==> src/rtl/pll_mdrp_ctrl_pkg.sv <==
// Shared definitions for the PLL MDRP profile sequencer: opcodes, FSM states,
// register-write entry layout and the two fixed configuration profiles.
package pll_mdrp_ctrl_pkg;

    localparam logic [1:0] MDOPC_NOP = 2'b00;
    localparam logic [1:0] MDOPC_WR  = 2'b01;
    localparam logic [1:0] MDOPC_RD  = 2'b10;

    typedef enum logic [3:0] {
        ST_IDLE,
        ST_HOLD,
        ST_SEEK,
        ST_WRITE,
        ST_READ,
        ST_RWAIT,
        ST_CHECK,
        ST_RELEASE,
        ST_LOCKWAIT,
        ST_FAIL
    } state_t;

    typedef struct packed {
        logic [7:0] addr;
        logic [7:0] data;
    } entry_t;

    localparam int PROFILE_LEN = 4;

    localparam entry_t PROFILE0 [PROFILE_LEN] = '{
        '{addr: 8'h03, data: 8'h21},
        '{addr: 8'h05, data: 8'h03},
        '{addr: 8'h07, data: 8'h03},
        '{addr: 8'h0A, data: 8'h00}
    };

    localparam entry_t PROFILE1 [PROFILE_LEN] = '{
        '{addr: 8'h03, data: 8'h20},
        '{addr: 8'h05, data: 8'h04},
        '{addr: 8'h07, data: 8'h04},
        '{addr: 8'h0A, data: 8'h00}
    };

    function automatic entry_t profile_entry(input logic sel, input logic [1:0] idx);
        return sel ? PROFILE1[idx] : PROFILE0[idx];
    endfunction

endpackage

==> src/rtl/pll_mdrp_lock_sync.sv <==
// Two-flop synchroniser for the PLL lock indication plus the lock timeout
// down-counter; expired asserts once the loaded window has fully elapsed.
module pll_mdrp_lock_sync #(
    parameter int LOCK_TIMEOUT = 65535
) (
    input  logic clk,
    input  logic rst_n,
    input  logic pll_lock,
    input  logic load,
    input  logic run,
    output logic lock_sync,
    output logic expired
);

    localparam int CW = (LOCK_TIMEOUT > 1) ? $clog2(LOCK_TIMEOUT) : 1;

    logic [1:0]    sync_q;
    logic [CW-1:0] cnt_q;

    always_ff @(posedge clk or negedge rst_n) begin
        if (!rst_n) begin
            sync_q <= 2'b00;
        end else begin
            sync_q <= {sync_q[0], pll_lock};
        end
    end

    // Loading TIMEOUT-1 makes the wait window exactly LOCK_TIMEOUT run cycles.
    always_ff @(posedge clk or negedge rst_n) begin
        if (!rst_n) begin
            cnt_q <= '0;
        end else if (load) begin
            cnt_q <= CW'(LOCK_TIMEOUT - 1);
        end else if (run && (cnt_q != '0)) begin
            cnt_q <= cnt_q - CW'(1);
        end
    end

    assign lock_sync = sync_q[1];
    assign expired   = run && (cnt_q == '0);

endmodule

==> src/rtl/pll_mdrp_ctrl.sv <==
// Applies a fixed PLL register profile over the MDRP port with read-back
// verification, then releases PLL reset and waits for lock with a timeout.
//
// state     | meaning
// IDLE      | waiting for start; done pulses here after a successful lock
// HOLD      | PLL held in reset for RST_HOLD cycles
// SEEK      | stepping the MDRP address (with idle gaps) up to the entry addr
// WRITE     | one-cycle write of the entry data
// READ      | one-cycle read of the same address
// RWAIT     | waiting RD_LAT cycles for read data
// CHECK     | compare read-back; next entry, RELEASE or FAIL
// RELEASE   | PLL reset dropped, lock timeout loaded
// LOCKWAIT  | waiting for synchronised lock or timeout
// FAIL      | error raised, back to IDLE
module pll_mdrp_ctrl
    import pll_mdrp_ctrl_pkg::*;
#(
    parameter int NUM_ENTRIES  = 4,
    parameter int RST_HOLD     = 16,
    parameter int RD_LAT       = 2,
    parameter int LOCK_TIMEOUT = 65535
) (
    input  logic       clk,
    input  logic       rst_n,
    input  logic       start,
    input  logic       profile_sel,
    input  logic       pll_lock,
    input  logic [7:0] mdrdo,
    output logic       pll_reset,
    output logic [1:0] mdopc,
    output logic       mdainc,
    output logic [7:0] mdwdi,
    output logic       busy,
    output logic       done,
    output logic       error
);

    localparam int HW = (RST_HOLD > 1) ? $clog2(RST_HOLD) : 1;
    localparam int RW = (RD_LAT > 1) ? $clog2(RD_LAT) : 1;

    state_t        state_q, state_d;
    logic          sel_q, sel_d;
    logic [7:0]    idx_q, idx_d;
    logic [7:0]    shadow_q, shadow_d;
    logic          gap_q, gap_d;
    logic [HW-1:0] hold_cnt_q, hold_cnt_d;
    logic [RW-1:0] rd_cnt_q, rd_cnt_d;
    logic          done_q, done_d;
    logic          error_q, error_d;
    logic          ainc;
    logic          tmo_load;
    logic          tmo_run;
    logic          lock_sync;
    logic          tmo_expired;
    entry_t        cur;

    assign cur     = profile_entry(sel_q, idx_q[1:0]);
    assign tmo_run = (state_q == ST_LOCKWAIT);

    pll_mdrp_lock_sync #(
        .LOCK_TIMEOUT(LOCK_TIMEOUT)
    ) u_lock_sync (
        .clk      (clk),
        .rst_n    (rst_n),
        .pll_lock (pll_lock),
        .load     (tmo_load),
        .run      (tmo_run),
        .lock_sync(lock_sync),
        .expired  (tmo_expired)
    );

    always_ff @(posedge clk or negedge rst_n) begin
        if (!rst_n) begin
            state_q    <= ST_IDLE;
            sel_q      <= 1'b0;
            idx_q      <= '0;
            shadow_q   <= '0;
            gap_q      <= 1'b0;
            hold_cnt_q <= '0;
            rd_cnt_q   <= '0;
            done_q     <= 1'b0;
            error_q    <= 1'b0;
        end else begin
            state_q    <= state_d;
            sel_q      <= sel_d;
            idx_q      <= idx_d;
            shadow_q   <= shadow_d;
            gap_q      <= gap_d;
            hold_cnt_q <= hold_cnt_d;
            rd_cnt_q   <= rd_cnt_d;
            done_q     <= done_d;
            error_q    <= error_d;
        end
    end

    always_comb begin
        state_d    = state_q;
        sel_d      = sel_q;
        idx_d      = idx_q;
        shadow_d   = shadow_q;
        gap_d      = gap_q;
        hold_cnt_d = hold_cnt_q;
        rd_cnt_d   = rd_cnt_q;
        done_d     = 1'b0;
        error_d    = error_q;
        ainc       = 1'b0;
        tmo_load   = 1'b0;

        unique case (state_q)
            ST_IDLE: begin
                if (start) begin
                    sel_d      = profile_sel;
                    error_d    = 1'b0;
                    idx_d      = '0;
                    hold_cnt_d = HW'(RST_HOLD - 1);
                    state_d    = ST_HOLD;
                end
            end
            ST_HOLD: begin
                if (hold_cnt_q == '0) begin
                    gap_d   = 1'b0;
                    state_d = ST_SEEK;
                end else begin
                    hold_cnt_d = hold_cnt_q - HW'(1);
                end
            end
            ST_SEEK: begin
                // gap_q forces an idle cycle after every increment strobe
                if (shadow_q == cur.addr) begin
                    gap_d   = 1'b0;
                    state_d = ST_WRITE;
                end else if (gap_q) begin
                    gap_d = 1'b0;
                end else begin
                    ainc     = 1'b1;
                    shadow_d = shadow_q + 8'd1;
                    gap_d    = 1'b1;
                end
            end
            ST_WRITE: begin
                state_d = ST_READ;
            end
            ST_READ: begin
                rd_cnt_d = RW'(RD_LAT - 1);
                state_d  = ST_RWAIT;
            end
            ST_RWAIT: begin
                if (rd_cnt_q == '0) begin
                    state_d = ST_CHECK;
                end else begin
                    rd_cnt_d = rd_cnt_q - RW'(1);
                end
            end
            ST_CHECK: begin
                if (mdrdo != cur.data) begin
                    error_d = 1'b1;
                    state_d = ST_FAIL;
                end else if (idx_q == 8'(NUM_ENTRIES - 1)) begin
                    state_d = ST_RELEASE;
                end else begin
                    idx_d   = idx_q + 8'd1;
                    state_d = ST_SEEK;
                end
            end
            ST_RELEASE: begin
                tmo_load = 1'b1;
                state_d  = ST_LOCKWAIT;
            end
            ST_LOCKWAIT: begin
                if (lock_sync) begin
                    done_d  = 1'b1;
                    state_d = ST_IDLE;
                end else if (tmo_expired) begin
                    error_d = 1'b1;
                    state_d = ST_FAIL;
                end
            end
            ST_FAIL: begin
                error_d = 1'b1;
                state_d = ST_IDLE;
            end
            default: begin
                state_d = ST_IDLE;
            end
        endcase
    end

    // Outputs decode straight from registered state so reset clears them at once.
    assign pll_reset = state_q inside {ST_HOLD, ST_SEEK, ST_WRITE, ST_READ, ST_RWAIT, ST_CHECK};
    assign busy      = !(state_q inside {ST_IDLE, ST_FAIL});
    assign done      = done_q;
    assign error     = error_q;
    assign mdainc    = ainc;
    assign mdopc     = (state_q == ST_WRITE) ? MDOPC_WR :
                       (state_q == ST_READ)  ? MDOPC_RD : MDOPC_NOP;
    assign mdwdi     = (state_q == ST_WRITE) ? cur.data : 8'h00;

endmodule

==> config.mk <==
export PLATFORM = sky130hd
export DESIGN_NAME = pll_mdrp_ctrl
export DESIGN_NICKNAME = d
export VERILOG_FILES = /design/src/rtl/pll_mdrp_ctrl_pkg.sv /design/src/rtl/pll_mdrp_lock_sync.sv /design/src/rtl/pll_mdrp_ctrl.sv
export SDC_FILE = /design/constraint.sdc
export NUM_CORES = 1
export LEC_CHECK = 0
export ABC_AREA = 1
export CORE_MARGIN = 2
export CORE_UTILIZATION = 56
export CTS_CLUSTER_SIZE = 25
export DETAILED_ROUTE_END_ITERATION = 8
export PLACE_DENSITY = 0.78
export SYNTH_ARGS = -nofsm -noshare
export SYNTH_HDL_FRONTEND = slang
export SYNTH_SLANG_ARGS = --single-unit
==> constraint.sdc <==
create_clock -name clk -period 2 [get_ports clk]
set_clock_uncertainty 0.05 [all_clocks]
set_input_delay 0.3 -clock clk [delete_from_list [all_inputs] [get_ports clk]]
set_output_delay 0.3 -clock clk [all_outputs]
set_load 0.01 [all_outputs]
==> reports/metrics.cfg, run 1 <==
[outcome]
outcome = complete, no violations

[cts]
cts_made_buffers = 5
cts_tree = done
root_buffer = clkbuf_8
worstSkewPairLatency_ns = 0.31
cts_sinks = 47
clockBufferDepth = 2
clk_pin_slew_ns = 0.09
cts.htree.levels = 2

[logic_synthesis]
synth_warnings = 0
synth_top_family_by_area = simple AND/OR/NAND/NOR gates
yosys-top-cells-area = dfrtp_1 38%, nand2_1 15%, nand3_1 8.1%
synth_seq_cells = 47
yosys-top-cells-count = 125 x nand2_1, 60 x inv_1, 55 x nor2_1
syn_area_um2 = 3090
synth.distinct_cells = 30
ys.flop_type = dfrtp_1
synth-edff-count = 0
yosysMostFrequentCell = nand2_1
synth_cells = 437
synthAdderAreaFrac_pct = 3.24
synthArstFlopShare_pct = 100
yosysTopAreaCell = dfrtp_1
syn_area_per_cell_um2 = 7.07
yosysSeqAreaShare_pct = 38.0
yosys.area_share.simple_pct = 36.4
synth_xor_xnor_area_share_pct = 4.82
synth_compound_gate_area_share_pct = 7.16
synthMuxAreaShare_pct = 0
synth_top_area_share_pct = 38.0

[global_routing]
grt_pass1_wl_um = 11700
grt-ovfl-total = 0
track_usage_pct = 23.9
grt_max_degree = 25
grt_pass1_vias = 2752
antenna_found_initial = 0

[setup_path]
startpoint_type = flop
timing.rr.end = idx_q[4]
crit_type = flop to output pin
path_cells = buf_4, ha_1, nand3b_1, nand2_1, nand3_1, nand2_2, nor2_4, buf_2
r2r_slack_ns = 0.15
slowest_delay_ns = 0.40
rr_worst_depth = 11
r2r_start = idx_q[1]
critPathRequiredTime_ns = 1.65
cp-end-kind = output pin
critPathBufInv = 2
critPathTopFamily = simple AND/OR/NAND/NOR gates
cp_max_fo = 3
arrival_ns = 1.64
crit_slowest_cell = dfrtp_1

[place]
place_hpwl_um = 5060
routabilityCongestion = 0.886
pre_cts_ws_ns = -0.0830
portBuffers = 23

[sta]
timing.fmax_mhz = 502
setup_viol_count_final = 0
hold_viol_final = 0
post-route-period-util_pct = 99.7
fin_crit_ns = 1.99
relSlewSlack_pct = 60.1
layout_setup_ws_ns = 0.00635
worst_pin_slew_ns = 0.599
finalMaxSlewViolations = 0
rsz0062_at_grt = yes

[final_layout]
final_nets = 509
syn2layout_area_growth_pct = 17.7
num_antenna_cells = 0
layout-drive-gt1-share_pct = 15.0

[power]
ir_drop_mv = 0.485
total_power_mw = 4.43
p_leak_nw = 1.95
powerDensity_nw_per_um2 = 1220

[floorplan]
die_area_um2 = 6130
start_util_pct = 57.2
die_y_um = 78.3
boundaryPins = 28
core_um2 = 5410
die_w_um = 78.3
rows = 27

[route]
vias_per_cell = 5.10
antenna_left = 0
vias = 2856
first_iter_violations = 213
dr.pass1.iters = 4
wl_um = 6780
drc_errors = 0
post_drt_wl_per_cell_um = 12.1

[hold_path]
whs_path_depth = 0
min_from = u_lock_sync.sync_q[0]
min_path_type = flop to flop
worstHoldEndpoint = u_lock_sync.sync_q[1]

[job]
cap_violations = 0

## repair_timing
action	in CTS	in global routing
setup endpoints to repair	9	19
resized for setup	13	19
setup buffers	3	1
pin swaps	0	3
hold buffers	1	0
endpoints found under the hold margin	23	0
## worst max-delay path by stage
stage | depth (start not counted) | start | slack [ns] | end
5_1_grt | 8 | idx_q[0] | -0.08 | mdainc
4_1_cts | 9 | idx_q[0] | -0.14 | mdainc
2_1_floorplan | 7 | idx_q[0] | 0.25 | mdainc
3_5_place_dp | 7 | idx_q[0] | -0.08 | mdainc
3_3_place_gp | 7 | idx_q[0] | -0.02 | mdainc
6_report | 8 | idx_q[0] | 0.006 | mdainc
## routing by layer
metal	track usage [%]	up-vias	wire, µm
li1	-	1459	-
met2	41.2	65	3330
met1	31.2	1324	3080
met3	4.02	8	296
met5	0	-	0
met4	6.84	0	76
## power by group
part	internal (mW)	switching, mW	leakage (nW)	total [mW]
combinational	0.917	1.44	1.30	2.35
clock	0.272	0.331	0.0470	0.603
sequential	1.24	0.241	0.604	1.48
total	2.43	2.01	1.95	4.43
## cells in the final DEF, fill, tap and decap left out, types with 6 or more instances in the layout
cell type,Yosys,final
buf_4,5,25
xor2_1,13,13
ha_1,8,7
dfrtp_1,47,47
inv_1,60,59
nand2_1,125,124
nor2_1,55,52
clkbuf_8,0,6
clkdlybuf4s50_1,0,13
nand3_1,50,50
o21ai_2,10,10
o21ai_0,16,16
nor2_2,4,6
## worst register-to-register path: cells and delay by family (launching register included)
family | cells | cell delay (ns)
adders and majority gates | 1 | 0.31
DFF | 1 | 0.38
and+or+nand+nor | 6 | 0.56
xor gates and xnor gates | 1 | 0.13
buffers and inverters | 3 | 0.36
## metrics by stage
step	util, %	TNS, ns	cell area (µm²)	hold slack, ns	std cells
2_1_floorplan	-	0	3100	-0.0456	440
3_3_place_gp	65.0	-0.0180	3510	0.276	548
3_5_place_dp	65.0	-0.0830	3510	0.280	548
4_1_cts	67.3	-0.139	3640	0.315	559
5_1_grt	67.3	-0.0780	3640	0.335	560
6_report	67.3	0	3640	0.313	560
## cells by family after synthesis
logic type,count (synthesis)
buffers and inverters,71
AO/OA/AOI/OAI,35
other,1
XOR/XNOR,17
flip-flops,47
AND/OR/NAND/NOR,258
adder cells (fa/ha/maj),8
## registers in the layout, summed over array words and instances (netlist names)
register and flops:
gap_q 1, shadow_q 8, error 1, idx_q 8, done 1, u_lock_sync.cnt_q 16, state_q 4, hold_cnt_q 4
sel_q 1, u_lock_sync.sync_q 2, rd_cnt_q 1
## area by class of cell
| type | instances | area (µm²) |
|---|---|---|
| inverters | 62 | 233 |
| repair buffers | 50 | 409 |
| multi-input cells | 322 | 1640 |
| well taps | 72 | 90.1 |
| fillers | 471 | 1770 |
| clock inverters | 1 | 5.00 |
| flip-flops and latches | 47 | 1180 |
| clock buffers | 6 | 82.6 |
Power figures use the tool's default switching activity.
==> run 2: changes to the inputs <==
--- a/config.mk
+++ b/config.mk
@@ -10,7 +10,10 @@
 export CORE_UTILIZATION = 56
 export CTS_CLUSTER_SIZE = 25
 export DETAILED_ROUTE_END_ITERATION = 8
+export GPL_TIMING_DRIVEN = 0
 export PLACE_DENSITY = 0.78
+export SLEW_MARGIN = 20
 export SYNTH_ARGS = -nofsm -noshare
 export SYNTH_HDL_FRONTEND = slang
+export SYNTH_HIERARCHICAL = 1
 export SYNTH_SLANG_ARGS = --single-unit
==> run 2 against run 1 <==
The run now ends with negative setup slack left. Worst hold slack improved by 0.011 ns. Critical path depth did not move. Register-to-register slack got worse by 0.10 ns. Via count rose by 6.9%. Global-route usage grew 0.99 points. Critical path type unchanged. Highest routed layer unchanged.
==> reports/metrics.cfg, run 2 <==
[logic_synthesis]
syn_area_um2 = 3240  ; +4.7%
synth.distinct_cells = 37  ; +23%
yosysTopAreaCell = dfrtp_1
synth_top_area_share_pct = 36.3  ; -1.7 points
synthArstFlopShare_pct = 100  ; unchanged
yosys-top-cells-count = 135 x nand2_1, 57 x nand3_1, 54 x inv_1
yosys-top-cells-area = dfrtp_1 36%, nand2_1 16%, nand3_1 8.8%
synth_seq_cells = 47  ; unchanged
syn_area_per_cell_um2 = 7.03  ; -0.58%
synth_warnings = 6  ; +6
synth-edff-count = 0  ; unchanged
synth_cells = 460  ; +5.3%
yosysSeqAreaShare_pct = 36.3  ; -1.7 points
yosysMostFrequentCell = nand2_1
ys.flop_type = dfrtp_1

[sta]
finalMaxSlewViolations = 0  ; unchanged
layout_setup_ws_ns = -0.0863  ; -0.0926 ns
rsz0062_at_grt = yes
hold_viol_final = 0  ; unchanged
setup_viol_count_final = 1  ; +1
setup_tns_ns = -0.0863  ; -0.0863 ns
timing.fmax_mhz = 479  ; -4.4%
post-route-period-util_pct = 104  ; +4.6 points
fin_crit_ns = 2.09  ; +0.0926 ns

[outcome]
violations = negative setup slack
outcome = complete, but fails checks

[setup_path]
critPathTopFamily = flip-flops
crit_cells = 8  ; unchanged
arrival_ns = 1.74  ; +0.10 ns
crit_type = flop to output pin
critPathBufInv = 3  ; +1
r2r_slack_ns = 0.05  ; -0.10 ns
timing.rr.end = idx_q[1]
r2r_start = idx_q[0]
startpoint_type = flop
crit_slowest_cell = dfrtp_2
rr_worst_depth = 12  ; +1
cp-end-kind = output pin
cp_max_fo = 7  ; +4
cp-endpoint = mdainc
startpoint = idx_q[0]
critPathRequiredTime_ns = 1.65  ; about the same
slowest_delay_ns = 0.48  ; +0.08 ns
path_cells = inv_2, ha_4, xnor2_2, nand3_2, nand2_4, nor2_8, buf_8, buf_6

[cts]
cts_tree = done
root_buffer = clkbuf_8
cts.htree.levels = 2  ; unchanged
clk_pin_slew_ns = 0.10  ; about the same
clockBufferDepth = 2  ; unchanged
worstSkewPairLatency_ns = 0.31  ; about the same
cts_sinks = 47  ; unchanged
cts_made_buffers = 5  ; unchanged

[power]
p_leak_nw = 2.02  ; +3.7%
clock_power_share_pct = 16.7  ; +3.1 points
internal_power_mw = 2.82  ; +16%
ir_drop_mv = 0.918  ; +89%
switching_share_pct = 44.9  ; -0.34 points
combPwrFrac_pct = 52.8  ; -0.3 points
p_sw_mw = 2.31  ; +15%
seq_power_share_pct = 30.5  ; -2.8 points
powerDensity_nw_per_um2 = 1280  ; +5.3%

[route]
first_iter_violations = 194  ; -8.9%
vias = 3052  ; +6.9%
post_drt_wl_per_cell_um = 12.6  ; +4.2%
vias_per_cell = 5.17  ; +1.4%
drc_errors = 0  ; unchanged
antenna_left = 0  ; unchanged
wl_um = 7450  ; +9.7%
dr.pass1.iters = 4  ; unchanged

[floorplan]
boundaryPins = 28  ; unchanged
die_y_um = 80.0  ; +2.2%
die_area_um2 = 6400  ; +4.4%
rows = 27  ; unchanged
core_um2 = 5540  ; +2.5%
die_w_um = 80.0  ; +2.2%
start_util_pct = 58.4  ; +1.2 points

[final_layout]
num_antenna_cells = 0  ; unchanged
layout-drive-gt1-share_pct = 23.6  ; +8.6 points
layout_commonest_cell = nand2_1
final_util_pct = 72.2  ; +4.9 points
final_cell_mix = 133 x nand2_1, 56 x nand3_1, 49 x inv_1, 45 x nor2_1, 43 x dfrtp_1
largest_register = u_lock_sync/cnt_q
syn2layout_area_growth_pct = 23.6
largest_register_ffs = 16  ; unchanged
finalInstanceArea_um2 = 4000  ; +9.9%
final_nets = 536  ; +5.3%
reg_top3 = u_lock_sync/cnt_q x16, idx_q x8, shadow_q x8

[global_routing]
grt_pass1_vias = 2882  ; +4.7%
grt_max_degree = 31  ; +24%
track_usage_pct = 24.9  ; +0.99 points
grt_pass1_wl_um = 12700  ; +7.8%
antenna_found_initial = 0  ; unchanged
grt-ovfl-total = 0  ; unchanged

[place]
portBuffers = 23  ; unchanged
place_hpwl_um = 5180  ; +2.4%
routabilityCongestion = 0.946  ; +6.8%
placed_cell_area_um2 = 3580  ; +2.0%
pre_cts_ws_ns = -0.528  ; -0.445 ns

[hold_path]
whs_path_depth = 0  ; unchanged
min_path_type = flop to flop

[job]
cap_violations = 0  ; unchanged

## run 2: repair_timing
action                                 in CTS  in global routing
setup endpoints to repair                  13                 17
gates resized for setup                    48                 17
pin swaps                                   8                 12
hold buffers                                1                  0
buffers inserted                           13                 11
endpoints found under the hold margin      17                  0
## run 2: worst min path at each step
stage / start / endpoint / slack (ns)
floorplan: rst_n / done / -0.05
CTS: u_lock_sync/sync_q[0] / u_lock_sync/sync_q[1] / 0.33
global placement: u_lock_sync/sync_q[0] / u_lock_sync/sync_q[1] / 0.28
finish: u_lock_sync/sync_q[0] / u_lock_sync/sync_q[1] / 0.32
detailed placement: rst_n / shadow_q[5] / 0.22
global route: u_lock_sync/sync_q[0] / u_lock_sync/sync_q[1] / 0.33
## run 2: kinds of logic after synthesis
logic type	Yosys count	synth area share, %
flops	47	36.3
fa+ha+maj	6	2.32
compound gates	31	6.23
other cells	1	0.116
buf+inv	74	10.1
simple gates	291	42.2
xor+xnor	10	2.71
## run 2: power groups by stage
stage | Sequential [mW] | Clock, mW | Combinational [mW]
after global routing | 1.61 | 0.906 | 3.06
after detailed placement | 1.56 | 0 | 2.41
final | 1.56 | 0.856 | 2.71
after floorplan | 1.49 | 0 | 1.85
after global placement | 1.55 | 0 | 2.32
after CTS | 1.55 | 0.874 | 2.53
## run 2: through the flow
stage / power, mW / cells / hold WS (ns)
global placement: 3.87 / 558 / 0.284
detailed placement: 3.97 / 559 / 0.215
finish: 5.13 / 590 / 0.324
global route: 5.57 / 590 / 0.334
CTS: 4.96 / 580 / 0.331
floorplan: 3.35 / 463 / -0.0456
## run 2: cell type report
| type | instances | area (µm²) |
|---|---|---|
| Buffer | 11 | 86.3 |
| Tap cell | 72 | 90.1 |
| Clock inverter | 3 | 71.3 |
| Inverter | 62 | 243 |
| Fill cell | 446 | 1540 |
| Clock buffer | 5 | 68.8 |
| Multi-Input combinational cell | 342 | 1860 |
| Timing Repair Buffer | 48 | 404 |
| Sequential cell | 47 | 1180 |
## run 2: per-layer routing
layer / track usage, % / share of wire [%] / vias up
li1: - / - / 1556
met2: 44.3 / 50 / 71
met4: 7.12 / 1.7 / 0
met1: 30.9 / 44 / 1412
met5: 0 / 0 / -
met3: 4.30 / 3.9 / 13
## run 2: worst register-to-register path, cell delays in order (launching register included)
cell and delay (ns):
dfrtp_2 0.48, inv_2 0.11, ha_4 0.21, buf_4 0.15, nand2_1 0.07, nand2_1 0.06
nand2_1 0.09, nand2_2 0.09, o21bai_4 0.16, nand2_4 0.09, buf_6 0.16, nand2_2 0.06
nand2_1 0.06
==> run 3: changes to the inputs <==
--- a/config.mk
+++ b/config.mk
@@ -12,6 +12,7 @@
 export DETAILED_ROUTE_END_ITERATION = 8
 export GPL_TIMING_DRIVEN = 0
 export PLACE_DENSITY = 0.78
+export SKIP_LAST_GASP = 1
 export SLEW_MARGIN = 20
 export SYNTH_ARGS = -nofsm -noshare
 export SYNTH_HDL_FRONTEND = slang
==> run 3 against run 2 <==
The run still ends with negative setup slack left. Register-to-register slack about the same. Clock power is 0.8% higher. Via count rose by 1.1%. Cell count up 0.17%. Combinational power barely moved. Total power barely moved. Die area did not move. Sequential cell count unchanged. First-iteration DRC count shrank 10%. Worst setup slack improved by 0.0016 ns. Routed wire length grew 1.4%. Global-route usage up 0.34 points. Critical endpoint unchanged. Highest routed layer unchanged.
==> reports/metrics.cfg, run 3 (same netlist as run 2, synthesis figures left out) <==
[outcome]
outcome = complete, but fails checks
violations = negative setup slack

[final_layout]
layout_commonest_cell = nand2_1
fin_cells = 591  ; +0.17%
finalInstanceArea_um2 = 4000  ; about the same
final_cell_mix = 134 x nand2_1, 56 x nand3_1, 49 x inv_1, 44 x nor2_1, 43 x dfrtp_1
layout-drive-gt1-share_pct = 23.7  ; +0.15 points
reg_top3 = u_lock_sync/cnt_q x16, idx_q x8, shadow_q x8
largest_register_ffs = 16  ; unchanged
syn2layout_area_growth_pct = 23.5  ; about the same
fill_cells = 442  ; -0.90%
largest_register = u_lock_sync/cnt_q
final_nets = 537  ; +0.19%
num_antenna_cells = 0  ; unchanged

[sta]
hold_ws_ns = 0.322  ; -0.00163 ns
finalMaxSlewViolations = 0  ; unchanged
rsz0062_at_grt = yes
layout_setup_ws_ns = -0.0847  ; +0.00159 ns
post-route-period-util_pct = 104  ; about the same
hold_viol_final = 0  ; unchanged
timing.fmax_mhz = 480  ; about the same
fin_crit_ns = 2.08  ; -0.00159 ns
setup_viol_count_final = 1  ; unchanged
setup_tns_ns = -0.0847  ; +0.00159 ns

[global_routing]
antenna_found_initial = 0  ; unchanged
grt_pass1_vias = 2895  ; +0.45%
grt-ovfl-total = 0  ; unchanged
track_usage_pct = 25.3  ; +0.34 points
grt_max_degree = 31  ; unchanged
grt_pass1_wl_um = 12800  ; +1.2%

[setup_path]
critPathTopFamily = flip-flops
arrival_ns = 1.73  ; about the same
critPathBufInv = 3  ; unchanged
cp-end-kind = output pin
crit_slowest_cell = dfrtp_2
critPathRequiredTime_ns = 1.65  ; about the same
path_cells = inv_2, ha_4, xnor2_2, nand3_2, nand2_4, nor2_8, buf_8, buf_6
startpoint_type = flop
crit_type = flop to output pin
slowest_delay_ns = 0.48  ; about the same
cp_max_fo = 7  ; unchanged

[cts]
cts_made_buffers = 5  ; unchanged
root_buffer = clkbuf_8
cts.htree.levels = 2  ; unchanged
cts_sinks = 47  ; unchanged
clk_pin_slew_ns = 0.10  ; about the same
worstSkewPairLatency_ns = 0.32  ; about the same
cts_tree = done
clockBufferDepth = 2  ; unchanged

[route]
antenna_left = 0  ; unchanged
post_drt_wl_per_cell_um = 12.8  ; +1.2%
vias = 3085  ; +1.1%
dr.pass1.iters = 5  ; +1
first_iter_violations = 174  ; -10%
wl_um = 7550  ; +1.4%
drc_errors = 0  ; unchanged
vias_per_cell = 5.22  ; +0.91%

[power]
total_power_mw = 5.13  ; about the same
ir_drop_mv = 0.954  ; +3.8%
p_leak_nw = 2.02  ; about the same
powerDensity_nw_per_um2 = 1280  ; +0.15%

[place]
placed_cell_area_um2 = 3580  ; unchanged
routabilityCongestion = 0.946  ; unchanged
dpl.cell_count = 559  ; unchanged
portBuffers = 23  ; unchanged
place_hpwl_um = 5180  ; unchanged

[floorplan]
boundaryPins = 28  ; unchanged
rows = 27  ; unchanged
die_y_um = 80.0  ; unchanged
core_um2 = 5540  ; unchanged
die_w_um = 80.0  ; unchanged
die_area_um2 = 6400  ; unchanged
start_util_pct = 58.4  ; unchanged

[hold_path]
min_path_type = flop to flop

[job]
cap_violations = 0  ; unchanged

-- run 3: cell types whose count changed in the layout (fill, tap and decap cells not counted), sizes merged --
cell,delta
clkbuf,+1
-- run 3: per-stage QoR --
stage               utilization (%)  setup WS, ns
CTS                            69.9        -0.173
global placement               64.4        -0.806
floorplan                         -         0.150
finish                         72.1       -0.0847
global route                   72.1        -0.162
detailed placement             64.7        -0.528
-- run 3: worst paths after layout --
check / slack [ns] / cells past startpoint / endpoint / start
worst max register to register: 0.04 / 12 / idx_q[1] / idx_q[0]
min in group asynchronous: 0.40 / 2 / u_lock_sync/cnt_q[3] / rst_n
max in group asynchronous: 0.98 / 3 / state_q[1] / rst_n
worst min-delay path: 0.32 / 0 / u_lock_sync/sync_q[1] / u_lock_sync/sync_q[0]
worst max-delay path: -0.08 / 8 / mdainc / idx_q[0]
worst min register to register: 0.32 / 0 / u_lock_sync/sync_q[1] / u_lock_sync/sync_q[0]
-- run 3: cell type report --
cell class,instances,area (µm²),area share (%)
Buffer,11,86.3,2.16
Clock buffer,5,68.8,1.72
Clock inverter,3,71.3,1.78
Inverter,62,243,6.07
Multi-Input combinational cell,342,1840,46.1
Sequential cell,47,1180,29.6
Tap cell,72,90.1,2.25
Timing Repair Buffer,49,415,10.4
-- run 3: per-layer routing --
metal  up-vias  GRT usage (%)  share of wire (%)
met4         0           7.46                2.4
met2        74           45.0                 50
li1       1550              -                  -
met1      1444           31.0                 43
met3        17           4.52                4.3
met5         -              0                  0
-- run 3: repair_timing --
action | CTS | global route
cloned | 0 | 0
pin swaps | 8 | 13
hold endpoints to repair | 17 | 0
hold buffers | 1 | 0
gates resized for setup | 45 | 18
endpoints found under the setup margin | 13 | 17
buffers inserted | 13 | 11
-- run 3: where the power goes --
part,switching [mW],internal [mW],leakage [nW]
registers,0.329,1.24,0.599
clock network,0.356,0.508,0.0703
logic,1.63,1.07,1.35
total,2.32,2.82,2.02
